--- src/rtl/uart_pkg.sv ---
`default_nettype none
// ============================================================================
// Module      : uart_pkg
// Description : Shared UART definitions: FSM state encoding and line-level
//               constants used by both the transmit and receive blocks.
// Revision    : 1.0 - initial release
// ============================================================================
package uart_pkg;

  // Frame FSM states; encoding shared with the receive FSM.
  typedef enum logic [2:0] {
    IDLE   = 3'd0,
    START  = 3'd1,
    DATA   = 3'd2,
    PARITY = 3'd3,
    STOP   = 3'd4
  } uart_state_e;

  localparam logic START_BIT   = 1'b0;
  localparam logic STOP_BIT    = 1'b1;
  localparam logic PARITY_EVEN = 1'b0;
  localparam logic PARITY_ODD  = 1'b1;

  // A prescale of zero would never finish a bit, so it is run as one cycle per bit.
  function automatic logic [3:0] eff_prescale(input logic [3:0] prescale);
    return (prescale == 4'd0) ? 4'd1 : prescale;
  endfunction

endpackage : uart_pkg
`default_nettype wire

--- src/rtl/uart_tx_bit_timer.sv ---
`default_nettype none
// ============================================================================
// Module      : uart_tx_bit_timer
// Description : Per-bit cycle counter and data bit index for the UART
//               transmitter. Flags the last cycle of each bit and the last
//               data bit, and exposes the index the next cycle will use.
// Revision    : 1.0 - initial release
// ============================================================================
module uart_tx_bit_timer
  import uart_pkg::*;
#(
  parameter int DATA_WIDTH = 8,
  parameter int IDX_W      = (DATA_WIDTH > 1) ? $clog2(DATA_WIDTH) : 1
) (
  input  logic             clk_i,
  input  logic             rst_i,
  input  logic             run_i,          // a frame is in flight
  input  logic             data_phase_i,   // currently sending data bits
  input  logic [3:0]       prescale_i,     // cycles per bit, already non-zero
  output logic             bit_done_o,
  output logic             last_data_bit_o,
  output logic [IDX_W-1:0] bit_idx_next_o
);

  localparam logic [IDX_W-1:0] LAST_IDX = IDX_W'(DATA_WIDTH - 1);

  logic [3:0]       cnt_q, cnt_d;
  logic [IDX_W-1:0] idx_q, idx_d;
  logic [3:0]       last_cnt;

  assign last_cnt        = prescale_i - 4'd1;
  assign bit_done_o      = (cnt_q == last_cnt);
  assign last_data_bit_o = (idx_q == LAST_IDX);
  assign bit_idx_next_o  = idx_d;

  // Next counter/index: hold at zero when idle, wrap the counter at the end of each bit.
  always_comb begin
    cnt_d = cnt_q;
    idx_d = idx_q;
    if (!run_i) begin
      cnt_d = 4'd0;
      idx_d = '0;
    end else if (bit_done_o) begin
      cnt_d = 4'd0;
      if (data_phase_i) begin
        idx_d = last_data_bit_o ? '0 : idx_q + 1'b1;
      end
    end else begin
      cnt_d = cnt_q + 4'd1;
    end
  end

  // Counter and index registers.
  always_ff @(posedge clk_i) begin
    if (rst_i) begin
      cnt_q <= 4'd0;
      idx_q <= '0;
    end else begin
      cnt_q <= cnt_d;
      idx_q <= idx_d;
    end
  end

endmodule : uart_tx_bit_timer
`default_nettype wire

--- src/rtl/uart_tx_top.sv ---
`default_nettype none
// ============================================================================
// Module      : uart_tx_top
// Description : UART transmitter. Accepts a byte when idle, then sends
//               start, DATA_WIDTH data bits LSB first, optional parity and
//               one stop bit, each held for Prescale clock cycles.
// Revision    : 1.0 - initial release
// ============================================================================
module uart_tx_top
  import uart_pkg::*;
#(
  parameter int DATA_WIDTH = 8
) (
  input  logic                  Clk,
  input  logic                  Rst,
  input  logic [DATA_WIDTH-1:0] P_DATA,
  input  logic                  Data_Valid,
  input  logic                  Parity_EN,
  input  logic                  Parity_type,
  input  logic [3:0]            Prescale,
  output logic                  TX_OUT,
  output logic                  Busy
);

  localparam int IDX_W = (DATA_WIDTH > 1) ? $clog2(DATA_WIDTH) : 1;

  uart_state_e           state_q, state_d;
  logic [DATA_WIDTH-1:0] data_q;
  logic                  par_en_q;
  logic                  par_type_q;
  logic [3:0]            prescale_q;
  logic                  tx_q, tx_d;
  logic                  busy_q, busy_d;

  logic                  accept;
  logic                  bit_done;
  logic                  last_data_bit;
  logic [IDX_W-1:0]      bit_idx_next;
  logic                  parity_bit;

  assign accept     = (state_q == IDLE) && Data_Valid && !busy_q;
  assign parity_bit = (par_type_q == PARITY_ODD) ? ~^data_q : ^data_q;

  uart_tx_bit_timer #(
    .DATA_WIDTH (DATA_WIDTH),
    .IDX_W      (IDX_W)
  ) u_bit_timer (
    .clk_i           (Clk),
    .rst_i           (Rst),
    .run_i           (state_q != IDLE),
    .data_phase_i    (state_q == DATA),
    .prescale_i      (prescale_q),
    .bit_done_o      (bit_done),
    .last_data_bit_o (last_data_bit),
    .bit_idx_next_o  (bit_idx_next)
  );

  // State register.
  always_ff @(posedge Clk) begin
    if (Rst) begin
      state_q <= IDLE;
    end else begin
      state_q <= state_d;
    end
  end

  // Next-state logic: each non-idle state lasts until the timer flags its last cycle.
  always_comb begin
    state_d = state_q;
    case (state_q)
      IDLE:    if (accept)                    state_d = START;
      START:   if (bit_done)                  state_d = DATA;
      DATA:    if (bit_done && last_data_bit) state_d = par_en_q ? PARITY : STOP;
      PARITY:  if (bit_done)                  state_d = STOP;
      STOP:    if (bit_done)                  state_d = IDLE;
      default:                                state_d = IDLE;
    endcase
  end

  // Output decode from the upcoming state so TX_OUT/Busy can be registered without lag.
  always_comb begin
    tx_d   = STOP_BIT;
    busy_d = (state_d != IDLE);
    case (state_d)
      START:   tx_d = START_BIT;
      DATA:    tx_d = data_q[bit_idx_next];
      PARITY:  tx_d = parity_bit;
      default: tx_d = STOP_BIT;
    endcase
  end

  // Shadow copy of the request, frozen for the whole frame.
  always_ff @(posedge Clk) begin
    if (Rst) begin
      data_q     <= '0;
      par_en_q   <= 1'b0;
      par_type_q <= PARITY_EVEN;
      prescale_q <= 4'd1;
    end else if (accept) begin
      data_q     <= P_DATA;
      par_en_q   <= Parity_EN;
      par_type_q <= Parity_type;
      prescale_q <= eff_prescale(Prescale);
    end
  end

  // Output flops; line idles high.
  always_ff @(posedge Clk) begin
    if (Rst) begin
      tx_q   <= STOP_BIT;
      busy_q <= 1'b0;
    end else begin
      tx_q   <= tx_d;
      busy_q <= busy_d;
    end
  end

  assign TX_OUT = tx_q;
  assign Busy   = busy_q;

endmodule : uart_tx_top
`default_nettype wire

--- config.mk ---
export PLATFORM = sky130hd
export DESIGN_NAME = uart_tx_top
export DESIGN_NICKNAME = d
export VERILOG_FILES = /design/src/rtl/uart_pkg.sv /design/src/rtl/uart_tx_bit_timer.sv /design/src/rtl/uart_tx_top.sv
export SDC_FILE = /design/constraint.sdc
export NUM_CORES = 1
export LEC_CHECK = 0
export ABC_AREA = 1
export CAP_MARGIN = 30
export CORE_MARGIN = 2
export CORE_UTILIZATION = 48
export CTS_CLUSTER_DIAMETER = 100
export DETAILED_ROUTE_END_ITERATION = 6
export PLACE_DENSITY = 0.74
export SLEW_MARGIN = 10
export SYNTH_ARGS = -nofsm -noshare
export SYNTH_HDL_FRONTEND = slang
export SYNTH_SLANG_ARGS = --single-unit
export TNS_END_PERCENT = 5
--- constraint.sdc ---
create_clock -name Clk -period 1.9 [get_ports Clk]
set_input_delay 0.38 -clock Clk [delete_from_list [all_inputs] [get_ports Clk]]
set_output_delay 0.38 -clock Clk [all_outputs]
set_load 0.02 [all_outputs]
# Yosys cells after proc, flatten, opt, wreduce, memory -nomap -nowiden
# Cells that the tools add are included.
[classes] muxes=16 reduce_logical=11 add_sub_neg=3 n_eq_ne=9 magnitude_cmp=1 n_bitwise=1
[ops] op="$mux W3" count=10
[ops] op="$pmux W3 S5" count=1
[ops] op="$eq A3 B2 Y1 const B" count=4
[ops] op="$reduce_xnor A8 Y1" count=1
[ops] op="$reduce_xor A8 Y1" count=1
[ops] op="$eq A3 B1 Y1 const B" count=2
[ops] op="$eq A3 B3 Y1 const B" count=2
[ops] op="$reduce_bool A3 Y1" count=2
[ops] op="$add A4 B1 Y4 const B" count=1
[ops] op="$eq A4 B4 Y1" count=1
[ops] op="$logic_not A4 Y1" count=1
[ops] op="$lt A3 B4 Y1 const B" count=1
[ops] op="$mux W4" count=1
[ops] op="$sub A4 B1 Y4 const B" count=1
[ops] op="$add A3 B1 Y3 const B" count=1
[ops] op="$bmux W1 S3" count=1
[ops] op="$logic_and A1 B1 Y1" count=3
[ops] op="$logic_not A3 Y1" count=1
[ops] op="$pmux W1 S3" count=1
[ops] op="$reduce_or A3 Y1" count=1
[ops] op="$mux W1" count=2
[ops] op="$logic_not A1 Y1" count=1
[ops] op="$not A1 Y1" count=1
[word_totals] out_inout_bits=2 regBits=26

# Depth between registers and ports, before layout
[depth] depth_word=8 depth_mapped=18

# Hierarchy
# A second synthesis with hierarchy kept.
[hier_totals] cells_unflattened=240 area_unflattened_um2=1544.0
[modules_own_cells] mod="uart_tx_top" seq_area_each_um2=380.4 area_per_inst_um2=1018.5 cells_each=164 instances=1
[modules_own_cells] mod="uart_tx_bit_timer" seq_area_each_um2=140.1 area_per_inst_um2=525.5 cells_each=76 instances=1

# Least setup slack after synthesis
# No wires, ideal clock.
[synth_path] path_kind="reg-to-reg" start="register prescale_q[0]" end="register busy_q, in the netlist Busy" path_buffers=0 arrival_ns=1.717 setup_time_ns=0.120 path_slack_ns=0.063 path_stages_with_launch=16 path_cell_list="dfxtp_1 > inv_1 > ha_1 > nand2_1 > inv_1 > nor2_1 > nand2_1 > nor2_4 > nand2_4 > clkinv_2 > nand3_2 > nand2_2 > nand2_2 > nand2_2 > o21ai_2 > or2_1"
[synth_between] elab_chain_cells=6 elab_cells_between_ends=9 classes_between="add/sub (1); eq/ne (1); mux (5); reduce/logical (2)"
[synth_rtl] element="from (decl)" line_no="uart_tx_top.sv:31" text="logic [3:0] prescale_q;"
[synth_rtl] element="from (signal assigned)" line_no="uart_tx_top.sv:103" text="prescale_q <= eff_prescale(Prescale);"
[synth_rtl] element="$sub A4 B1 Y4 *" line_no="uart_tx_bit_timer.sv:31" text="assign last_cnt = prescale_i - 4'd1;"
[synth_rtl] element="$eq A4 B4 Y1 *" line_no="uart_tx_bit_timer.sv:32" text="assign bit_done_o = (cnt_q == last_cnt);"
[synth_rtl] element="$logic_and A1 B1 Y1" line_no="uart_tx_top.sv:73" text="DATA: if (bit_done && last_data_bit) state_d = par_en_q ? PARITY : STOP;"
[synth_rtl] element="$mux W3" line_no="uart_tx_top.sv:73"
[synth_rtl] element="$pmux W3 S5 *" line_no="uart_tx_top.sv:70" text="case (state_q)"
[synth_rtl] element="$reduce_bool A3 Y1 *" line_no="uart_tx_top.sv:83" text="busy_d = (state_d != IDLE);"
[synth_rtl] element="to (signal assigned)" line_no="uart_tx_top.sv:114" text="busy_q <= busy_d;"
[synth_rtl] element="to (decl)" line_no="uart_tx_top.sv:33" text="logic busy_q, busy_d;"
# Every way passes the cells marked *; elsewhere a longest branch is shown, timed or not.
# A chain may end at the register's enable or synchronous reset.

# Final worst setup path
# Ends and elaborated chain as after synthesis.

==> impl_metrics.ini <==
[run_status]
status = completed

[floorplan]
dieArea_um2 = 3395
die_h_um = 58.27
die_w_um = 58.27
start_util = 0.5083
io_pins = 19
core_um2 = 2781
rows = 19

[synth]
synthTopCellsByArea = dfxtp_1 37%, nor2_1 9.0%, inv_1 7.2%, nand2_1 7.2%, nand3_1 6.0%
synth_seq_cells = 26
netlist_instances = 197
yosysTopAreaCell = dfxtp_1
synth_nets = 218
synth-seq-area-share = 0.3681
yosysTopAreaCellShare = 0.3681
synth_cell_types = 23
yosys_warnings = 0
syn_avg_cell_area_um2 = 7.177
syn_area_um2 = 1414

[critical_path]
critPathBufInv = 3
crit_chain = inv_2 -> ha_4 -> nand2_1 -> inv_1 -> nor2_1 -> nand2_1 -> nor2_4 -> nand2_4 -> clkinv_4 -> nand3_2 -> nand2_2 -> nand2_2 -> nand2_2 -> o21ai_2 -> or2_1
crit_type = register to register
start_kind = register
cp_top_family = simple AND/OR/NAND/NOR gates
cp.arrival_ns = 2.11
slowest_delay_ns = 0.37
worst_path_max_delay_cell = dfxtp_2
cp_data_required_time_ns = 2.12
crit_path_end_kind = register
timing.critical_path.mode_cell = nand2_2
path_max_fanout = 8

[routing]
drc = 0
routed_wl_um = 3182
drtAntennaViolNets = 0
num_vias = 1330
drt_iter0_drc = 25
post_drt_wl_per_cell_um = 12.29
via_per_inst = 5.135
drt-pass1-iter-count = 5

[final_layout]
drive_above_1_share = 0.1886
mostFrequentLayoutCell = nor2_1
antenna_cells = 0
nets = 250
area_delta_synth_final_pct = 26.28
layout_common_cells = 34 x nor2_1, 27 x nand2_1, 24 x dfxtp_1, 24 x inv_1, 18 x clkdlybuf4s50_1

[global_route]
grtUsageTotal = 0.2075
grt_pass1_vias = 1336
grt_overflow = 0
grt_pass1_wl_um = 5430
antenna_found_initial = 0
grt_max_degree = 15

[power_and_ir_drop]
power.total_mw = 2.458
max-vdd-ir-drop_mv = 0.9289
power.density_nw_per_um2 = 1376
p_leak_nw = 0.8307

[cts]
cts_root_buf = clkbuf_4
clk_pin_slew_ns = 0.14
clk_latency_ns = 0.32
clock-sinks = 26
cts_buffers = 3
cts_tree = built
cts-hold-fix-buffers = 0
max-clock-path-buffers = 2
cts_max_level = 1

[timing]
hold_slack_ns = 0.4973
rsz0062_at_grt = true
drv_slew = 0
setup_viol = 0
tightest_slew_ns = 0.2735
fin_crit_ns = 1.890
hold_viol_final = 0
min_period_over_period = 0.9947
fmax_mhz = 529.1
fin_skew_ns = 0.004611
maxSlewHeadroom = 0.8160

[placement]
place.gp.congestion = 0.8305
dpl.hpwl_um = 2338
portBuffers = 18

[worst_hold_path]
min_path_type = register to register

[job]
maxCapViolations = 0
stage by stage:
| step | setup slack [ns] | std cells | cell area (um2) | setup TNS [ns] | utilization |
|---|---|---|---|---|---|
| 2_1_floorplan | 0.06289 | 197 | 1414 | 0 | - |
| 3_3_place_gp | -0.004296 | 251 | 1682 | -0.004296 | 0.6046 |
| 3_5_place_dp | -0.09388 | 251 | 1682 | -0.1397 | 0.6046 |
| 4_1_cts | 0.01942 | 257 | 1750 | 0 | 0.6293 |
| 5_1_grt | -0.1096 | 259 | 1785 | -0.2014 | 0.6419 |
| 6_report | 0.01003 | 259 | 1785 | 0 | 0.6419 |
kinds of logic after synthesis:
logic type	Yosys count	share of synthesized area
AO/OA/AOI/OAI	24	0.09115
XOR/XNOR	13	0.08053
adder cells (fa/ha/maj)	4	0.03540
buffers and inverters	32	0.08584
flip-flops	26	0.3681
AND/OR/NAND/NOR	98	0.3389
cell usage after synthesis:
cell type  number
clkbuf_1        3
nor2_1         34
xor2_1          7
nand3_2         4
clkinv_2        1
or2_1           1
nand2_2         6
o21ai_2         1
inv_1          27
ha_1            4
o21ai_0        17
o211ai_1        2
nand3_1        17
nor4_1          1
nor2_4          2
nand2_4         1
dfxtp_1        26
nor3_4          1
nand4_1         4
nand2_1        27
inv_2           1
a21oi_1         4
xnor2_1         6
power by group:
part	internal (mW)	switching (mW)
Clock	0.117	0.160
Combinational	0.587	0.799
Sequential	0.682	0.112
flip-flops by register name, indices dropped and copies added, names as in the netlist:
signal and flops:
data_q 8, prescale_q 4, u_bit_timer.cnt_q 4, state_q 3, u_bit_timer.idx_q 3, Busy 1
TX_OUT 1, par_en_q 1, par_type_q 1
per-layer routing:
metal	up-vias	global-route usage	routed length (um)
li1	690	-	-
met1	602	0.2403	1326
met2	31	0.3708	1699
met3	7	0.02455	95
met4	0	0.1063	60
met5	-	0	0
cell type report:
class | count | area, um2
fill | 239 | 996.0
multi-input combinational | 139 | 803.3
sequential | 26 | 523.0
timing repair buffer | 30 | 270.3
inverter | 29 | 113.9
tap | 31 | 38.79
clock buffer | 4 | 36.28
repair_timing:
item | in CTS | in global routing
endpoints found under the hold margin | 0 | 0
resized for setup | 4 | 8
buffers inserted | 2 | 2
pin swaps | 4 | 6
endpoints found under the setup margin | 2 | 3
final timing paths:
| kind | to | start | cells past startpoint | slack, ns |
|---|---|---|---|---|
| hold / removal | u_bit_timer.cnt_q[0] | u_bit_timer.cnt_q[0] | 1 | 0.50 |
| setup reg to reg | Busy | prescale_q[0] | 15 | 0.01 |
| setup / recovery | Busy | prescale_q[0] | 15 | 0.01 |
| hold reg to reg | u_bit_timer.cnt_q[0] | u_bit_timer.cnt_q[0] | 1 | 0.50 |
(Power assumes the default switching activity.)
